--- config.mk ---
export PLATFORM = sky130hd
export DESIGN_NAME = arpas_delay_loader
export DESIGN_NICKNAME = d
export VERILOG_FILES = /design/src/rtl/arpas_pkg.sv /design/src/rtl/arpas_ser_phase.sv /design/src/rtl/arpas_delay_loader.sv
export SDC_FILE = /design/constraint.sdc
export NUM_CORES = 1
export LEC_CHECK = 0
export ABC_AREA = 1
export CAP_MARGIN = 0
export CORE_MARGIN = 3
export CORE_UTILIZATION = 54
export CTS_CLUSTER_DIAMETER = 80
export CTS_CLUSTER_SIZE = 16
export DETAILED_ROUTE_END_ITERATION = 10
export PLACE_DENSITY = 0.81
export SETUP_SLACK_MARGIN = 0.4
export SLEW_MARGIN = 40
export SYNTH_ARGS = -nofsm -noshare
export SYNTH_HDL_FRONTEND = slang
export SYNTH_HIERARCHICAL = 1
export SYNTH_SLANG_ARGS = --single-unit
export TNS_END_PERCENT = 50
--- constraint.sdc ---
create_clock -name sysclk -period 4 [get_ports sysclk]
set_input_delay 0.4 -clock sysclk [delete_from_list [all_inputs] [get_ports sysclk]]
set_output_delay 0.4 -clock sysclk [all_outputs]
set_load 0.01 [all_outputs]
--- src/rtl/arpas_pkg.sv ---
// Shared constants and types for the ARPAS delay loader.
// Latency: n/a (declarations only).
// Backpressure: n/a.
package arpas_pkg;

    // Timer delay word width and number of timer channels.
    localparam int DLY_W = 13;
    localparam int NCH   = 3;

    // Half-period counter and bit-index widths.
    localparam int PH_W  = 4;
    localparam int BIT_W = 4;

    // Channel select codes as driven on {regslb, regsla}.
    localparam logic [1:0] SEL_A    = 2'b00;
    localparam logic [1:0] SEL_B    = 2'b01;
    localparam logic [1:0] SEL_C    = 2'b10;
    localparam logic [1:0] SEL_IDLE = 2'b11;

    typedef enum logic [2:0] {
        IDLE     = 3'd0,
        SHIFT_LO = 3'd1,
        SHIFT_HI = 3'd2,
        GAP      = 3'd3,
        RUN      = 3'd4
    } ldr_state_t;

    // States whose length is one regclk half-period.
    function automatic logic is_timed(input ldr_state_t s);
        return (s == SHIFT_LO) || (s == SHIFT_HI) || (s == GAP);
    endfunction

endpackage

--- src/rtl/arpas_ser_phase.sv ---
// Half-period timer: strobes phase_end on the last of CLKDIV cycles while en is high.
// Latency: phase_end is combinational from the registered count; first strobe CLKDIV cycles after en rises.
// Backpressure: none; en low holds the counter reloaded so each timed state starts a full period.
module arpas_ser_phase
    import arpas_pkg::*;
#(
    parameter int CLKDIV = 4
) (
    input  logic sysclk,
    input  logic rstall,
    input  logic en,
    output logic phase_end
);

    localparam logic [PH_W-1:0] PH_LAST = PH_W'(CLKDIV - 1);

    logic [PH_W-1:0] cnt_q;
    logic [PH_W-1:0] cnt_d;

    // Count down to zero, then reload; idle time keeps the counter primed.
    always_comb begin
        cnt_d = cnt_q - PH_W'(1);
        if (!en || (cnt_q == '0)) begin
            cnt_d = PH_LAST;
        end
    end

    assign phase_end = en && (cnt_q == '0);

    // Half-period counter register.
    always_ff @(posedge sysclk or posedge rstall) begin
        if (rstall) begin
            cnt_q <= PH_LAST;
        end else begin
            cnt_q <= cnt_d;
        end
    end

endmodule

--- src/rtl/arpas_delay_loader.sv ---
// Serialises three 13-bit delay words MSB-first into the PAS timer channels, then pulses pdorun for RUN_LEN cycles.
// Latency: busy from cycle 1 after start; load takes 81*CLKDIV cycles, run RUN_LEN cycles, done one cycle later.
// Backpressure: start is ignored while busy (no queueing); abort cancels any active sequence in one cycle.
module arpas_delay_loader
    import arpas_pkg::*;
#(
    parameter int CLKDIV  = 4,
    parameter int RUN_LEN = 8191
) (
    input  logic             sysclk,
    input  logic             rstall,
    input  logic             start,
    input  logic             abort,
    input  logic [DLY_W-1:0] dly_a,
    input  logic [DLY_W-1:0] dly_b,
    input  logic [DLY_W-1:0] dly_c,
    output logic             busy,
    output logic             done,
    output logic             regdat,
    output logic             regclk,
    output logic             regsla,
    output logic             regslb,
    output logic             pdorun
);

    localparam logic [BIT_W-1:0] BIT_MSB  = BIT_W'(DLY_W - 1);
    localparam logic [DLY_W-1:0] RUN_LAST = (RUN_LEN > 0) ? DLY_W'(RUN_LEN - 1) : '0;

    ldr_state_t                  state_q, state_d;
    logic [1:0]                  ch_q, ch_d;
    logic [BIT_W-1:0]            bit_idx_q, bit_idx_d;
    logic [DLY_W-1:0]            run_cnt_q, run_cnt_d;
    logic [NCH-1:0][DLY_W-1:0]   shadow_q, shadow_d;
    logic                        regclk_q, regclk_d;
    logic                        regdat_q, regdat_d;
    logic [1:0]                  sel_q, sel_d;
    logic                        pdorun_q, pdorun_d;
    logic                        busy_q, busy_d;
    logic                        done_q, done_d;
    logic                        phase_end;

    arpas_ser_phase #(
        .CLKDIV (CLKDIV)
    ) u_phase (
        .sysclk    (sysclk),
        .rstall    (rstall),
        .en        (is_timed(state_q)),
        .phase_end (phase_end)
    );

    // Sequencer next state: shift bits per channel, gap between channels, then run.
    always_comb begin
        state_d   = state_q;
        ch_d      = ch_q;
        bit_idx_d = bit_idx_q;
        run_cnt_d = run_cnt_q;
        shadow_d  = shadow_q;
        done_d    = 1'b0;

        case (state_q)
            IDLE: begin
                if (start && !abort) begin
                    shadow_d  = {dly_c, dly_b, dly_a};
                    ch_d      = SEL_A;
                    bit_idx_d = BIT_MSB;
                    state_d   = SHIFT_LO;
                end
            end
            SHIFT_LO: begin
                if (phase_end) begin
                    state_d = SHIFT_HI;
                end
            end
            SHIFT_HI: begin
                if (phase_end) begin
                    if (bit_idx_q != '0) begin
                        bit_idx_d = bit_idx_q - BIT_W'(1);
                        state_d   = SHIFT_LO;
                    end else begin
                        state_d = GAP;
                    end
                end
            end
            GAP: begin
                if (phase_end) begin
                    if (ch_q != SEL_C) begin
                        ch_d      = ch_q + 2'd1;
                        bit_idx_d = BIT_MSB;
                        state_d   = SHIFT_LO;
                    end else if (RUN_LEN > 0) begin
                        run_cnt_d = RUN_LAST;
                        state_d   = RUN;
                    end else begin
                        state_d = IDLE;
                        done_d  = 1'b1;
                    end
                end
            end
            RUN: begin
                if (run_cnt_q == '0) begin
                    state_d = IDLE;
                    done_d  = 1'b1;
                end else begin
                    run_cnt_d = run_cnt_q - DLY_W'(1);
                end
            end
            default: begin
                state_d = IDLE;
            end
        endcase

        // Cancel wins over everything; the shadow words are simply abandoned.
        if (abort && (state_q != IDLE)) begin
            state_d = IDLE;
            done_d  = 1'b0;
        end
    end

    // Registered bus outputs derived from the state being entered, so they change on entry cycles only.
    always_comb begin
        regclk_d = (state_d == SHIFT_HI);
        pdorun_d = (state_d == RUN);
        busy_d   = (state_d != IDLE);
        regdat_d = 1'b0;
        sel_d    = SEL_IDLE;
        case (state_d)
            SHIFT_LO: begin
                regdat_d = shadow_d[ch_d][bit_idx_d];
                sel_d    = ch_d;
            end
            SHIFT_HI: begin
                regdat_d = regdat_q;
                sel_d    = sel_q;
            end
            default: begin
                regdat_d = 1'b0;
                sel_d    = SEL_IDLE;
            end
        endcase
    end

    // Sequencer state, shadow words, counters and registered outputs.
    always_ff @(posedge sysclk or posedge rstall) begin
        if (rstall) begin
            state_q   <= IDLE;
            ch_q      <= SEL_A;
            bit_idx_q <= '0;
            run_cnt_q <= '0;
            shadow_q  <= '0;
            regclk_q  <= 1'b0;
            regdat_q  <= 1'b0;
            sel_q     <= SEL_IDLE;
            pdorun_q  <= 1'b0;
            busy_q    <= 1'b0;
            done_q    <= 1'b0;
        end else begin
            state_q   <= state_d;
            ch_q      <= ch_d;
            bit_idx_q <= bit_idx_d;
            run_cnt_q <= run_cnt_d;
            shadow_q  <= shadow_d;
            regclk_q  <= regclk_d;
            regdat_q  <= regdat_d;
            sel_q     <= sel_d;
            pdorun_q  <= pdorun_d;
            busy_q    <= busy_d;
            done_q    <= done_d;
        end
    end

    assign busy   = busy_q;
    assign done   = done_q;
    assign regdat = regdat_q;
    assign regclk = regclk_q;
    assign regsla = sel_q[0];
    assign regslb = sel_q[1];
    assign pdorun = pdorun_q;

endmodule
==> flow_metrics.py <==
metrics = {
    "floorplanning": {
        "placementRows": 30,
        "initial_core_util_pct": 56.4,
        "coreArea_sq_um": 6910,
        "dieHeight_um": 90.9,
        "die_w_um": 90.9,
        "die_area_sq_um": 8270,
        "io_pins": 50,
    },
    "worst_setup_path": {
        "slowest_delay_ns": 0.44,
        "slowest_stage": "nor3_2",
        "worstSetupStartpointType": "flip-flop",
        "path_cells": "inv_2 > nand2_1 > nand2_1 > inv_1 > nor2_1 > inv_1 > nor3_2 > nor2_2 > inv_2 > nand3_2 > nor3_2 > nand2_1 > a21oi_1 > o21ai_1",
        "required_ns": 4.24,
        "r2r_slack_ns": 1.13,
        "crit_arrival_ns": 3.11,
        "worstSetupPathType": "reg -> reg",
        "path_common_cell": "nand2_1",
        "critPathMaxFanout": 9,
        "cp-end-kind": "flip-flop",
    },
    "synth": {
        "synth-xor-area-share_pct": 0.225,
        "ys_top_cells_by_count": "232 x nand2_1, 68 x dfrtp_1, 46 x nand3_1, 41 x inv_1, 37 x nor2_1",
        "synthCells": 528,
        "synth-seq-area-share_pct": 46.4,
        "ys_top_cells_by_area": "dfrtp_1 44%, nand2_1 22%, nand3_1 5.9%, inv_1 3.9%, nor2_1 3.6%",
        "synthesis.nets": 576,
        "synth_ff_type": "dfrtp_1",
        "synth.ff_latch_count": 72,
        "synthAdderAreaFrac_pct": 1.61,
        "synth_most_common_cell": "nand2_1",
        "synth_top_family_by_area": "simple AND/OR/NAND/NOR gates",
        "async_flop_share_pct": 100,
        "synthMuxAreaShare_pct": 0,
        "synth_top_area_share_pct": 43.7,
        "synth.distinct_cells": 38,
        "syn_avg_cell_area_sq_um": 7.38,
        "syn_area_sq_um": 3900,
        "synth_simple_gate_area_share_pct": 38.9,
        "synth_edf_count": 0,
        "yosysWarnings": 6,
        "yosysTopAreaCell": "dfrtp_1",
        "synth_compound_area_share_pct": 5.56,
    },
    "cts": {
        "tritoncts": "built",
        "clk_latency_ns": 0.35,
        "clockBufferDepth": 2,
        "post_cts.repair.setup_buffers": 0,
        "cts_hold_buf": 0,
        "cts_inserted_buffers": 9,
        "clkTransAtPathRegs_ns": 0.08,
        "cts_sinks": 72,
        "clockRootBuffer": "clkbuf_8",
        "ctsHtreeMaxLevel": 3,
        "postCtsResizedCells": 0,
    },
    "layout": {
        "multiInputGateArea_sq_um": 1810,
        "nNetsFinal": 627,
        "area_growth_pct": 19.1,
        "seq_area_sq_um": 1810,
        "fillCellCount": 581,
        "fin_util_pct": 67.2,
        "instances_no_fill": 680,
        "drive_above_1_share_pct": 9.42,
        "diodes": 0,
    },
    "global_routing": {
        "grt_first_pass_wirelength_mm": 15.4,
        "grt_usage_pct": 22.6,
        "overflow": 0,
        "antenna_found_initial": 0,
        "grt_pass1_vias": 3482,
        "grt_max_degree": 40,
    },
    "sta": {
        "worst_slew_pin_slew_ns": 0.640,
        "drv_slew": 0,
        "setup_tns_ns": 0,
        "grt_setup_unrepaired": "false",
        "max_freq_mhz": 348,
        "fin_crit_sh_pct": 71.8,
        "finalSetupViolCount": 0,
        "period_minus_slack_ns": 2.87,
        "hold_viol_final": 0,
        "skew_ns": 0.00861,
        "slew_headroom_pct": 57.2,
    },
    "pwr": {
        "p_leak_nw": 2.42,
        "ir_drop_mv": 0.322,
        "power_density_nw_per_um2": 603,
    },
    "placement": {
        "dp_hpwl_mm": 6.41,
        "gp_routability_congestion": 0.894,
        "io_buffers": 49,
        "dp_cells": 664,
    },
    "run_status": {
        "status": "finished, final reports clean",
    },
    "drt": {
        "via_per_inst": 5.19,
        "num_vias": 3532,
        "wire_per_inst_um": 12.8,
        "routed_wl_mm": 8.73,
        "dr.pass1.iters": 4,
        "ant_nets": 0,
        "drc": 0,
        "drtIter0Drc": 163,
    },
    "run": {
        "maxCapViolations": 0,
    },
    "hold_path": {
        "hold_path_class": "in -> async",
    },
}
==> layout make-up <==
| class | count | share of cell area (%) |
|---|---|---|
| repair buffers | 54 | 11.4 |
| clock buffers | 12 | 3.56 |
| well taps | 96 | 2.59 |
| multi-input cells | 393 | 38.9 |
| clock inverters | 4 | 0.593 |
| flip-flops and latches | 72 | 38.9 |
| inverters | 49 | 3.99 |
==> metal layers <==
metal	vias to the layer above	track usage (%)	share of wire (%)	routed length [um]
met5	-	0	0	0
met2	98	37.8	49	4300
li1	1768	-	-	-
met1	1649	29.2	44	3830
met3	17	4.23	4.9	425
met4	0	8.67	2.0	174
==> placed cells by master (no fill, tap or decap), drive strengths merged, types with 2 or more instances in the layout <==
master / n
o21ai: 22
inv: 47
a21oi: 8
dfrtp: 68
clkdlybuf4s50: 49
clkinv: 3
nor3: 11
ha: 5
nand3b: 3
clkinvlp: 3
nand4: 3
nor2: 42
dfstp: 4
a31oi: 3
clkbuf: 12
buf: 5
or2: 2
nand2: 237
nand3: 51
==> power by group <==
| group | total [W] | switching (W) | internal [W] |
|---|---|---|---|
| clock network | 0.000551 | 0.000277 | 0.000275 |
| logic | 0.00112 | 0.000711 | 0.000413 |
| registers | 0.00112 | 0.000120 | 0.00100 |
==> metrics by stage <==
| step | worst slack (ns) | instance area [sq um] | power, W | hold WS [ns] |
|---|---|---|---|---|
| floorplan | 1.69 | 3900 | 0.00196 | 0.165 |
| global placement | 1.07 | 4440 | 0.00221 | 0.454 |
| detailed placement | 1.01 | 4450 | 0.00225 | 0.456 |
| CTS | 1.18 | 4640 | 0.00281 | 0.262 |
| global route | 0.795 | 4640 | 0.00306 | 0.273 |
| finish | 1.13 | 4640 | 0.00280 | 0.269 |
==> state kept, by name (all words and copies together) (netlist names) <==
name and count:
done 1, pdorun 1, bit_idx_q 4, sel_q 2, regdat 1, regclk 1
u_phase/cnt_q 4, ch_q 2, shadow_q 39, busy 1, state_q 3, run_cnt_q 13
==> critical path: cells and delay by family, from the launching register on <==
kind	cells	cell delay [ns]
AO/OA/AOI/OAI	2	0.22
AND/OR/NAND/NOR	8	1.65
buffers and inverters	4	0.47
flip-flops	1	0.41
==> cells by family (layout without fill, tap and decap cells) <==
| kind of cell | count (synthesis) | after routing |
|---|---|---|
| and+or+nand+nor | 352 | 352 |
| DFF | 72 | 72 |
| buffers and inverters | 63 | 119 |
| AOI/OAI and AO/OA | 35 | 35 |
| adders and majority gates | 5 | 5 |
| xor gates and xnor gates | 1 | 1 |
==> worst paths after layout <==
| check | startpoint | to | cells after the start |
|---|---|---|---|
| min reg2reg | u_phase/cnt_q[0] | u_phase/cnt_q[0] | 1 |
| max | state_q[2] | run_cnt_q[9] | 14 |
| min in group sysclk | u_phase/cnt_q[0] | u_phase/cnt_q[0] | 1 |
| min | rstall | u_phase/cnt_q[2] | 2 |
| max in group asynchronous | rstall | sel_q[0] | 3 |
| max reg2reg | state_q[2] | run_cnt_q[9] | 14 |
Note: power is estimated with default switching activity, not from simulation.
